$ cat src/rtl/seq_binary_to_bcd.sv
// rtl/seq_binary_to_bcd.sv - multi-cycle shift-add-3 binary to BCD converter
//
// Converts a BIN_WIDTH-bit unsigned value into DIGITS packed BCD digits,
// one binary bit per clock (double dabble). A result wider than DIGITS
// wraps modulo 10^DIGITS and raises o_overflow.
//
// Ports:
//   i_clk      system clock, rising edge
//   i_rst      synchronous reset, active-high
//   i_start    request a conversion; only honoured while idle
//   i_binary   value to convert, sampled on the accepting edge
//   o_busy     conversion in progress
//   o_done     one-cycle pulse when o_bcd/o_overflow take a new result
//   o_bcd      packed BCD result, digit 0 (units) in bits [3:0]
//   o_overflow last converted value exceeded 10^DIGITS-1
module seq_binary_to_bcd #(
   parameter int BIN_WIDTH = 8,
   parameter int DIGITS    = 3
) (
   input  logic                  i_clk,
   input  logic                  i_rst,
   input  logic                  i_start,
   input  logic [BIN_WIDTH-1:0]  i_binary,
   output logic                  o_busy,
   output logic                  o_done,
   output logic [4*DIGITS-1:0]   o_bcd,
   output logic                  o_overflow
);

   localparam int              CW   = $clog2(BIN_WIDTH + 1);
   localparam int              BW4  = 4 * DIGITS;
   localparam logic [CW-1:0]   LAST = CW'(BIN_WIDTH - 1);

   typedef enum logic {IDLE, SHIFT} state_t;

   state_t               state_q, state_d;
   logic [BIN_WIDTH-1:0] shift_q, shift_d;
   logic [BW4-1:0]       bcd_q, bcd_d, adj;
   logic                 ovf_q, ovf_d;
   logic [CW-1:0]        count_q, count_d;
   logic                 busy_d, done_d, oovf_d;
   logic [BW4-1:0]       obcd_d;

   // Add-3 correction on every digit that would reach 10 or more when doubled.
   // Digits are independent 4-bit adds; no carry crosses a digit boundary.
   always_comb begin
      adj = bcd_q;
      for (int i = 0; i < DIGITS; i++) begin
         if (bcd_q[4*i +: 4] >= 4'd5)
            adj[4*i +: 4] = bcd_q[4*i +: 4] + 4'd3;
      end
   end

   always_comb begin
      state_d = state_q;
      shift_d = shift_q;
      bcd_d   = bcd_q;
      ovf_d   = ovf_q;
      count_d = count_q;
      busy_d  = o_busy;
      done_d  = 1'b0;
      obcd_d  = o_bcd;
      oovf_d  = o_overflow;
      case (state_q)
         IDLE: begin
            if (i_start) begin
               shift_d = i_binary;
               bcd_d   = '0;
               ovf_d   = 1'b0;
               count_d = '0;
               busy_d  = 1'b1;
               state_d = SHIFT;
            end
         end
         SHIFT: begin
            // The adjusted top bit falls off the BCD register; it only ever
            // sets when the value no longer fits, so it feeds sticky overflow.
            {bcd_d, shift_d} = {adj[BW4-2:0], shift_q, 1'b0};
            ovf_d   = ovf_q | adj[BW4-1];
            count_d = count_q + CW'(1);
            if (count_q == LAST) begin
               state_d = IDLE;
               busy_d  = 1'b0;
               done_d  = 1'b1;
               obcd_d  = bcd_d;
               oovf_d  = ovf_d;
            end
         end
         default: state_d = IDLE;
      endcase
   end

   always_ff @(posedge i_clk) begin
      if (i_rst) begin
         state_q    <= IDLE;
         shift_q    <= '0;
         bcd_q      <= '0;
         ovf_q      <= 1'b0;
         count_q    <= '0;
         o_busy     <= 1'b0;
         o_done     <= 1'b0;
         o_bcd      <= '0;
         o_overflow <= 1'b0;
      end else begin
         state_q    <= state_d;
         shift_q    <= shift_d;
         bcd_q      <= bcd_d;
         ovf_q      <= ovf_d;
         count_q    <= count_d;
         o_busy     <= busy_d;
         o_done     <= done_d;
         o_bcd      <= obcd_d;
         o_overflow <= oovf_d;
      end
   end

endmodule

$ cat config.mk
export PLATFORM = sky130hd
export DESIGN_NAME = seq_binary_to_bcd
export DESIGN_NICKNAME = d
export VERILOG_FILES = /design/src/rtl/seq_binary_to_bcd.sv
export SDC_FILE = /design/constraint.sdc
export NUM_CORES = 1
export LEC_CHECK = 0
export BUFFER_PORTS_ARGS = -buffer_cell sky130_fd_sc_hd__buf_2
export CORE_MARGIN = 2
export CORE_UTILIZATION = 38
export DETAILED_ROUTE_END_ITERATION = 7
export PLACE_DENSITY = 0.57
export SETUP_SLACK_MARGIN = 0.02
export SYNTH_ARGS = -nofsm -noshare
export SYNTH_HDL_FRONTEND = slang
export SYNTH_SLANG_ARGS = --single-unit
$ cat constraint.sdc
create_clock -name i_clk -period 2.2 [get_ports i_clk]
set_clock_uncertainty 0.15 [all_clocks]
set_input_delay 0 -clock i_clk [delete_from_list [all_inputs] [get_ports i_clk]]
set_output_delay 0 -clock i_clk [all_outputs]
set_load 0.01 [all_outputs]
==> flow_summary.json, run 1 <==
{
  "pwr-share-comb_pct": 8.6,
  "busiest_layer": "met2",
  "cp_slowest_stage_delay_ns": 0.57,
  "drive_above_1_share_pct": 15.5,
  "synth.most_common_cell": "dfxtp_1",
  "critPathKind": "flop to flop",
  "rsz0062_at_grt": "false",
  "synth_seq_area_share_pct": 46.2,
  "grt_use_met1_pct": 19.9,
  "path_delay_family": "buffers and inverters",
  "via_per_inst": 5.07,
  "die_x_um": 72.4,
  "syn2layout_area_growth_pct": 22.3,
  "root_buffer": "clkbuf_8",
  "synth.top_cells.by_area": "dfxtp_1 46%, mux2i_1 6.2%, a21oi_1 5.6%",
  "crit_required_ns": 2.23,
  "wl_mm": 3.63,
  "core_area_um2": 4410,
  "fmax_ghz": 0.595,
  "io_pins": 26,
  "cp-end-kind": "flop",
  "fin_crit_sh_pct": 76.4,
  "clk_latency_ns": 0.29,
  "finalMaxSlewViolations": 0,
  "outcome": "complete, no violations",
  "grt_usage_pct": 15.6,
  "relSlewSlack_pct": 59.7,
  "seq_area_um2": 821,
  "async_flop_share_pct": 0,
  "maxCapViolCount": 0,
  "synthDistinctLibCells": 31,
  "critPathSlowestCell": "dlygate4sd3_1",
  "setup_viol": 0,
  "io_buffer_count": 25,
  "die_y_um": 72.4,
  "cts_setup_buffers": 0,
  "synthesis.area_um2": 1780,
  "cp.arrival_ns": 1.71,
  "cts.repair.resized": 0,
  "synth_top_area_cell": "dfxtp_1",
  "drt_iter0_markers": 63,
  "fin_nets": 257,
  "rows": 24,
  "cp.buffers_inverters": 2,
  "p_clk_share_pct": 34.0,
  "synth_commonest_cells": "41 x dfxtp_1, 20 x a21oi_1, 20 x nor2_1, 16 x o21ai_1, 11 x mux2i_1",
  "antenna_found_initial": 0,
  "synth_edf_count": 0,
  "firstDrtPassIters": 4,
  "post-route-drc-count": 0,
  "grtUsageMet2_pct": 25.7,
  "syn_inst": 198,
  "dpl_cell_area_um2": 1940,
  "grt_pass1_vias": 1404,
  "swShare_pct": 23.7,
  "holdWs_ns": 0.0435,
  "htreeDepth": 2,
  "synth_top_area_share_pct": 46.2,
  "num_antenna_cells": 0,
  "fin_tns_setup_ns": 0,
  "cp_common_cell": "nor2_1",
  "seqPwrFrac_pct": 57.4,
  "grt_overflow": 0,
  "p_switching_mw": 0.316,
  "start_kind": "flop",
  "fin_crit_ns": 1.68,
  "ys_ff_latch": 41,
  "routedWlPerCell_um": 12.5,
  "initial_core_util_pct": 40.2,
  "synth_ff_type": "dfxtp_1",
  "grt_max_degree": 23,
  "cts-hold-fix-buffers": 16,
  "cts_buffers": 5,
  "hold_viol_final": 0,
  "multiInputGateArea_um2": 876,
  "crit_path_cell_trace": "buf_4, nor2_1, a21oi_1, nor2_1, dlygate4sd3_1",
  "gp_congestion": 0.732,
  "p_leak_nw": 0.898,
  "powerDensity_nw_per_um2": 614,
  "hp-class": "input pin to flop",
  "cts_buffer_depth": 2,
  "gr-usage-met3_pct": 4.58,
  "syn_avg_cell_area_um2": 8.97,
  "worst_pin_slew_ns": 0.602,
  "clk_pin_slew_ns": 0.08,
  "clock-sinks": 41,
  "ir_drop_v": 0.000368,
  "nFillCells": 418,
  "fin_area_um2": 2170,
  "ant_nets": 0,
  "grt_pass1_wl_mm": 6.42,
  "syn-num-nets": 216,
  "die-area_um2": 5240,
  "cts_tree": "built",
  "crit_fanout": 20,
  "dp_hpwl_mm": 2.42,
  "yosysWarnings": 0,
  "intPower_mw": 1.02,
  "vias": 1469
}
-- logic make-up (layout without fill, tap and decap cells) --
logic type               Yosys count  after routing  share of synthesized area (%)
adder cells (fa/ha/maj)            7              7                           4.93
buffers and inverters             19             59                           4.51
flip-flops                        41             41                           46.2
multiplexers                      12             12                           7.04
AO/OA/AOI/OAI                     56             56                           19.0
XOR/XNOR                           3              3                           1.48
AND/OR/NAND/NOR                   60             60                           16.8
-- worst min-delay path, delay by kind of cell --
family | cells | cell delay (ns)
multiplexers | 1 | 0.18
buffers and inverters | 1 | 0.20
AND/OR/NAND/NOR | 1 | 0.06
-- cell type report --
cell class	count	area share, %
inverter	10	1.73
clock inverter	1	0.230
timing repair buffer	43	13.8
multi-input combinational	138	40.3
tap	52	2.99
clock buffer	5	3.17
sequential	41	37.8
-- routing by layer --
metal / share of wire, % / vias up
li1: - / 771
met1: 50 / 672
met2: 46 / 22
met3: 3.1 / 4
met4: 1.3 / 0
met5: 0 / -
-- final timing paths --
kind	slack [ns]	startpoint	cells after the start	end
max	0.52	state_q	5	shift_q[3]
min	0.04	i_start	3	shift_q[0]
max reg2reg	0.52	state_q	5	shift_q[3]
min reg2reg	0.29	o_bcd[11]	2	o_bcd[11]
-- layout by cell type, fill, tap and decap left out, types with 7 or more instances in the layout --
cell,n
a21oi_1,20
buf_2,25
dfxtp_1,41
dlygate4sd3_1,16
ha_1,7
inv_1,8
mux2i_1,11
nand2_1,9
nand3_1,8
nor2_1,20
nor3b_1,8
o21ai_1,16
-- metrics by stage --
stage	worst slack, ns	power (mW)	util (%)	std cells
2_1_floorplan	0.666	0.846	-	198
3_3_place_gp	0.552	0.874	43.9	268
3_5_place_dp	0.561	0.875	43.9	268
4_1_cts	0.518	1.35	49.2	290
5_1_grt	0.381	1.40	49.2	290
6_report	0.520	1.33	49.2	290
-- state kept, by name (all words and copies together) (netlist names) --
name and count:
bcd_q 12, count_q 4, o_bcd 12, o_busy 1
o_done 1, o_overflow 1, ovf_q 1, shift_q 8
state_q 1
-- power by group through the flow --
stage	Clock, mW	Combinational, mW	Sequential [mW]
2_1_floorplan	0	0.0650	0.781
3_3_place_gp	0	0.0915	0.782
3_5_place_dp	0	0.0919	0.783
4_1_cts	0.468	0.115	0.765
5_1_grt	0.501	0.130	0.767
6_report	0.454	0.115	0.765
Note: power is estimated with default switching activity, not from simulation.
==> inputs of run 2 (changes only) <==
==> constraint.sdc (replaced) <==
create_clock -name i_clk -period 1.6 [get_ports i_clk]
set_clock_uncertainty 0.15 [all_clocks]
set_input_delay 0 -clock i_clk [delete_from_list [all_inputs] [get_ports i_clk]]
set_output_delay 0 -clock i_clk [all_outputs]
set_load 0.01 [all_outputs]
==> flow_summary.json, run 2 (synthesized netlist as in run 1, its figures left out) <==
{
  "outcome": "complete, no violations",
  "grt_overflow": 0,
  "hold_path_depth": 2,
  "syn2layout_area_growth_pct": 29.8,
  "cts_tree": "built",
  "num_antenna_cells": 0,
  "min_from": "o_bcd[7]",
  "hold_end": "o_bcd[7]",
  "gr-usage-met3_pct": 3.33,
  "die-area_um2": 5240,
  "reg2reg_to": "o_bcd[2]",
  "post-route-drc-count": 0,
  "pwr-share-comb_pct": 8.2,
  "clock-sinks": 41,
  "powerDensity_nw_per_um2": 853,
  "cp-end-kind": "flop",
  "die_y_um": 72.4,
  "rows": 24,
  "start_kind": "flop",
  "setup_viol": 0,
  "grtUsageMet2_pct": 26.9,
  "final_cell_mix": "35 x dfxtp_1, 25 x buf_2, 20 x nor2_1, 20 x a21oi_1, 18 x buf_4",
  "die_x_um": 72.4,
  "grt_pass1_vias": 1479,
  "cts_buffers": 5,
  "holdWs_ns": 0.293,
  "antenna_found_initial": 0,
  "fin_crit_ns": 1.52,
  "hp-class": "flop to flop",
  "vias": 1504,
  "grt_max_degree": 20,
  "dpl_cell_area_um2": 2050,
  "crit_fanout": 3,
  "grt_pass1_wl_mm": 6.55,
  "io_pins": 26,
  "dp_hpwl_mm": 2.66,
  "fmax_ghz": 0.658,
  "firstDrtPassIters": 4,
  "htreeDepth": 2,
  "busiest_layer": "met2",
  "cp.arrival_ns": 1.61,
  "clk_pin_slew_ns": 0.08,
  "drt_iter0_markers": 58,
  "fin_nets": 267,
  "intPower_mw": 1.50,
  "fin_tns_setup_ns": 0,
  "clk_latency_ns": 0.30,
  "finalMaxSlewViolations": 0,
  "maxCapViolCount": 0,
  "p_clk_share_pct": 38.4,
  "seqPwrFrac_pct": 53.4,
  "worst_pin_slew_ns": 0.313,
  "crit_required_ns": 1.69,
  "ir_drop_v": 0.000592,
  "fin_area_um2": 2310,
  "initial_core_util_pct": 40.2,
  "power.total_mw": 1.97,
  "wl_mm": 3.80,
  "root_buffer": "clkbuf_8",
  "relSlewSlack_pct": 79.1,
  "swShare_pct": 23.5,
  "gp_congestion": 0.729,
  "critPathKind": "flop to flop",
  "rsz0062_at_grt": "false",
  "reg2reg_depth": 6,
  "grt_usage_pct": 16.1,
  "reg.largest.list": "bcd_q: 12 flops, o_bcd: 12 flops, shift_q: 8 flops",
  "core_area_um2": 4410,
  "grt_use_met1_pct": 19.9,
  "cts_buffer_depth": 2,
  "io_buffer_count": 25,
  "p_leak_nw": 0.964,
  "ff2ff_setup_slack_ns": 0.08,
  "hold_viol_final": 0,
  "drive_above_1_share_pct": 28.4,
  "ant_nets": 0,
  "fin_crit_sh_pct": 95.0,
  "via_per_inst": 4.98,
  "layout_commonest_cell": "dfxtp_1",
  "nFillCells": 397,
  "routedWlPerCell_um": 12.6,
  "regToRegStartpoint": "bcd_q[1]",
  "p_switching_mw": 0.463
}
-- run 2: cell type report --
class | count | area [µm²] | share of cell area [%]
multi-input combinational | 138 | 911 | 39.5
clock buffer | 7 | 96.3 | 4.18
clock inverter | 1 | 5.00 | 0.217
tap | 52 | 65.1 | 2.82
inverter | 10 | 37.5 | 1.63
sequential | 41 | 831 | 36.0
timing repair buffer | 53 | 360 | 15.6
-- run 2: metal layers --
| metal | routed length [µm] | vias up |
|---|---|---|
| met2 | 1820 | 19 |
| met3 | 94 | 8 |
| met5 | 0 | - |
| met4 | 78 | 0 |
| met1 | 1810 | 679 |
| li1 | - | 798 |
-- run 2: worst max path at each step --
stage / end / start / slack (ns) / depth (start not counted)
5_1_grt: o_bcd[10] / bcd_q[8] / 0.02 / 6
3_3_place_gp: bcd_q[2] / bcd_q[0] / 0.04 / 6
2_1_floorplan: o_bcd[2] / bcd_q[0] / 0.07 / 6
6_report: o_bcd[2] / bcd_q[1] / 0.08 / 6
3_5_place_dp: bcd_q[2] / bcd_q[1] / 0.01 / 6
4_1_cts: o_bcd[2] / bcd_q[1] / 0.03 / 6
-- run 2: timing repair --
item                       in CTS  in global routing
pin swaps                       0                  4
resized for setup               2                 15
setup endpoints to repair       2                 18
buffers inserted                0                  1
hold buffers                   10                  0
hold endpoints to repair       13                  0
-- run 2: metrics by stage --
| stage | setup slack, ns | cells | util [%] |
|---|---|---|---|
| final | 0.0794 | 302 | 52.2 |
| after global routing | 0.0204 | 302 | 52.2 |
| after CTS | 0.0313 | 301 | 51.1 |
| after detailed placement | 0.00977 | 283 | 46.5 |
| after global placement | 0.0419 | 283 | 46.5 |
| after floorplan | 0.0656 | 198 | - |
-- run 2: critical path: stages, from the launching register on --
cell	delay [ns]
dfxtp_2	0.33
inv_1	0.06
ha_1	0.17
nand2b_4	0.13
a21o_1	0.18
mux2_4	0.32
o21ai_2	0.12
-- run 2: power groups by stage --
| stage | registers [mW] | logic [mW] | clock network (mW) |
|---|---|---|---|
| global placement | 1.08 | 0.142 | 0 |
| detailed placement | 1.08 | 0.141 | 0 |
| global route | 1.05 | 0.181 | 0.821 |
| finish | 1.05 | 0.162 | 0.755 |
| floorplan | 1.07 | 0.0894 | 0 |
| CTS | 1.05 | 0.160 | 0.776 |
==> inputs of run 3 (changes only) <==
--- a/config.mk
+++ b/config.mk
@@ -5,9 +5,12 @@
 export SDC_FILE = /design/constraint.sdc
 export NUM_CORES = 1
 export LEC_CHECK = 0
+export ABC_AREA = 1
 export BUFFER_PORTS_ARGS = -buffer_cell sky130_fd_sc_hd__buf_2
 export CORE_MARGIN = 2
 export CORE_UTILIZATION = 38
+export CTS_BUF_LIST = sky130_fd_sc_hd__clkbuf_8
+export CTS_CLUSTER_DIAMETER = 60
 export DETAILED_ROUTE_END_ITERATION = 7
 export PLACE_DENSITY = 0.57
 export SETUP_SLACK_MARGIN = 0.02
==> flow_summary.json, run 3 <==
{
  "outcome": "complete, no violations",
  "ys_ff_latch": 41,
  "syn-num-nets": 282,
  "post-route-drc-count": 0,
  "min_from": "i_binary[4]",
  "synth.most_common_cell": "nand2_1",
  "powerDensity_nw_per_um2": 918,
  "clock-sinks": 41,
  "cts_tree": "built",
  "gp_congestion": 0.792,
  "grt_usage_pct": 17.6,
  "syn2layout_area_growth_pct": 25.7,
  "initial_core_util_pct": 40.1,
  "start_kind": "flop",
  "syn_inst": 264,
  "fin_tns_setup_ns": 0,
  "critPathKind": "flop to flop",
  "async_flop_share_pct": 0,
  "clk_pin_slew_ns": 0.07,
  "power.total_mw": 2.21,
  "reg2reg_depth": 8,
  "holdWs_ns": 0.0208,
  "critPathSlowestCell": "dfxtp_2",
  "reg.largest.list": "bcd_q: 12 flops, o_bcd: 12 flops, shift_q: 8 flops",
  "synth_top_area_share_pct": 42.8,
  "finalMaxSlewViolations": 0,
  "relSlewSlack_pct": 81.3,
  "root_buffer": "clkbuf_8",
  "p_switching_mw": 0.486,
  "cp_common_cell": "nand3_1",
  "cp.arrival_ns": 1.50,
  "synth_top_area_cell": "dfxtp_1",
  "routedWlPerCell_um": 11.2,
  "dp_hpwl_mm": 2.82,
  "grt_max_degree": 15,
  "ff2ff_setup_slack_ns": 0.14,
  "fin_nets": 328,
  "cp_slowest_stage_delay_ns": 0.35,
  "io_buffer_count": 25,
  "drive_above_1_share_pct": 20.6,
  "core_area_um2": 4790,
  "synth_ff_type": "dfxtp_1",
  "num_antenna_cells": 0,
  "cp-end-kind": "flop",
  "yosysWarnings": 0,
  "vias": 1724,
  "synth_seq_area_share_pct": 42.8,
  "maxCapViolCount": 0,
  "p_clk_share_pct": 45.2,
  "intPower_mw": 1.73,
  "cts_buffers": 5,
  "synth_edf_count": 0,
  "hold_path_depth": 5,
  "setup_viol": 0,
  "antenna_found_initial": 0,
  "wl_mm": 4.22,
  "die_x_um": 75.0,
  "fin_crit_ns": 1.46,
  "crit_fanout": 4,
  "swShare_pct": 21.9,
  "fin_crit_sh_pct": 91.5,
  "seqPwrFrac_pct": 47.5,
  "hold_end": "shift_q[4]",
  "crit_path_cell_trace": "inv_2, ha_2, inv_1, o21ai_2, buf_4, nand3_1, nand3_1, a21oi_1",
  "fmax_ghz": 0.683,
  "synthesis.area_um2": 1920,
  "htreeDepth": 2,
  "cts_buffer_depth": 2,
  "grt_overflow": 0,
  "drt_iter0_markers": 103,
  "synth.top_cells.by_area": "dfxtp_1 43%, nand2_1 15%, nand3_1 8.9%",
  "regToRegStartpoint": "bcd_q[0]",
  "die-area_um2": 5630,
  "layout_commonest_cell": "nand2_1",
  "die_y_um": 75.0,
  "synth_commonest_cells": "77 x nand2_1, 41 x dfxtp_1, 36 x inv_1, 34 x nand3_1, 20 x a21oi_1",
  "reg2reg_to": "bcd_q[1]",
  "rows": 25,
  "hp-class": "input pin to flop",
  "grt_pass1_wl_mm": 7.45,
  "place_ws_ns": 0.127,
  "rsz0062_at_grt": "false",
  "final_cell_mix": "75 x nand2_1, 39 x dfxtp_1, 34 x nand3_1",
  "io_pins": 26,
  "synthDistinctLibCells": 25,
  "via_per_inst": 4.56,
  "fin_ws_ns": 0.136,
  "crit_required_ns": 1.64,
  "ant_nets": 0,
  "pwr-share-comb_pct": 7.3,
  "syn_avg_cell_area_um2": 7.27,
  "clk_latency_ns": 0.30,
  "hold_viol_final": 0,
  "worst_pin_slew_ns": 0.279,
  "p_leak_nw": 1.15,
  "ir_drop_v": 0.000381,
  "firstDrtPassIters": 4,
  "grt_pass1_vias": 1623
}
run 3: cell types whose count changed in the layout (fill, tap and decap cells not counted), sizes merged, moves of 5 or more:
cell / previous run / this run
nand3: 8 / 34
nand2: 9 / 77
nor3: 6 / 1
inv: 10 / 37
nor2: 20 / 13
nor3b: 8 / 1
mux2i: 11 / 0
run 3: logic make-up (layout without fill, tap and decap cells):
logic type	after synthesis	count (layout)	share of synthesized area, %
adders and majority gates	7	7	4.57
buffers and inverters	48	95	10.9
DFF	41	41	42.8
AOI/OAI and AO/OA	41	41	11.9
and+or+nand+nor	127	127	29.9
run 3: layer usage:
layer / share of wire [%] / routed length [µm] / vias up / GRT usage [%]
met5: 0 / 0 / - / 0
met4: 1.5 / 65 / 0 / 6.15
met3: 2.3 / 97 / 6 / 4.69
met2: 47 / 1970 / 14 / 27.5
met1: 49 / 2080 / 770 / 23.5
li1: - / - / 934 / -
run 3: worst max-delay path, delay by kind of cell, from the launching register on:
kind / cells / cell delay [ns]
flops: 1 / 0.35
buf+inv: 3 / 0.26
compound gates: 2 / 0.25
fa+ha+maj: 1 / 0.18
simple gates: 2 / 0.18
run 3: power by group through the flow:
stage | clock network (mW) | registers, mW | logic, mW
2_1_floorplan | 0 | 1.07 | 0.0965
3_3_place_gp | 0 | 1.08 | 0.138
3_5_place_dp | 0 | 1.08 | 0.138
4_1_cts | 1.02 | 1.05 | 0.156
5_1_grt | 1.07 | 1.05 | 0.182
6_report | 1.00 | 1.05 | 0.161
run 3: timing repair:
action                     4_1_cts  5_1_grt
resized for setup                0        9
hold buffers                     9        0
setup endpoints to repair        0       16
hold endpoints to repair        14        0
buffers inserted                 0        7
run 3: area by class of cell:
type	instances	area (µm²)
tap	67	83.8
fill	510	2370
multi-input combinational	175	900
inverter	38	143
clock buffer	5	68.8
clock inverter	3	65.1
timing repair buffer	49	328
sequential	41	823
run 3: how the worst max path moves through the flow:
stage | from | slack [ns] | cells past startpoint | endpoint
floorplan | bcd_q[8] | 0.28 | 8 | bcd_q[10]
global placement | state_q | 0.16 | 6 | shift_q[6]
detailed placement | count_q[0] | 0.13 | 5 | o_bcd[3]
CTS | count_q[0] | 0.08 | 5 | o_bcd[3]
global route | bcd_q[4] | 0.02 | 8 | bcd_q[6]
finish | bcd_q[0] | 0.14 | 8 | bcd_q[1]
run 3: metrics by stage:
step                util, %  std cells  cell area (µm²)
floorplan                 -        264             1920
finish                 50.4        378             2410
CTS                    49.0        371             2340
global placement       44.3        354             2120
global route           50.4        378             2410
detailed placement     44.3        354             2120
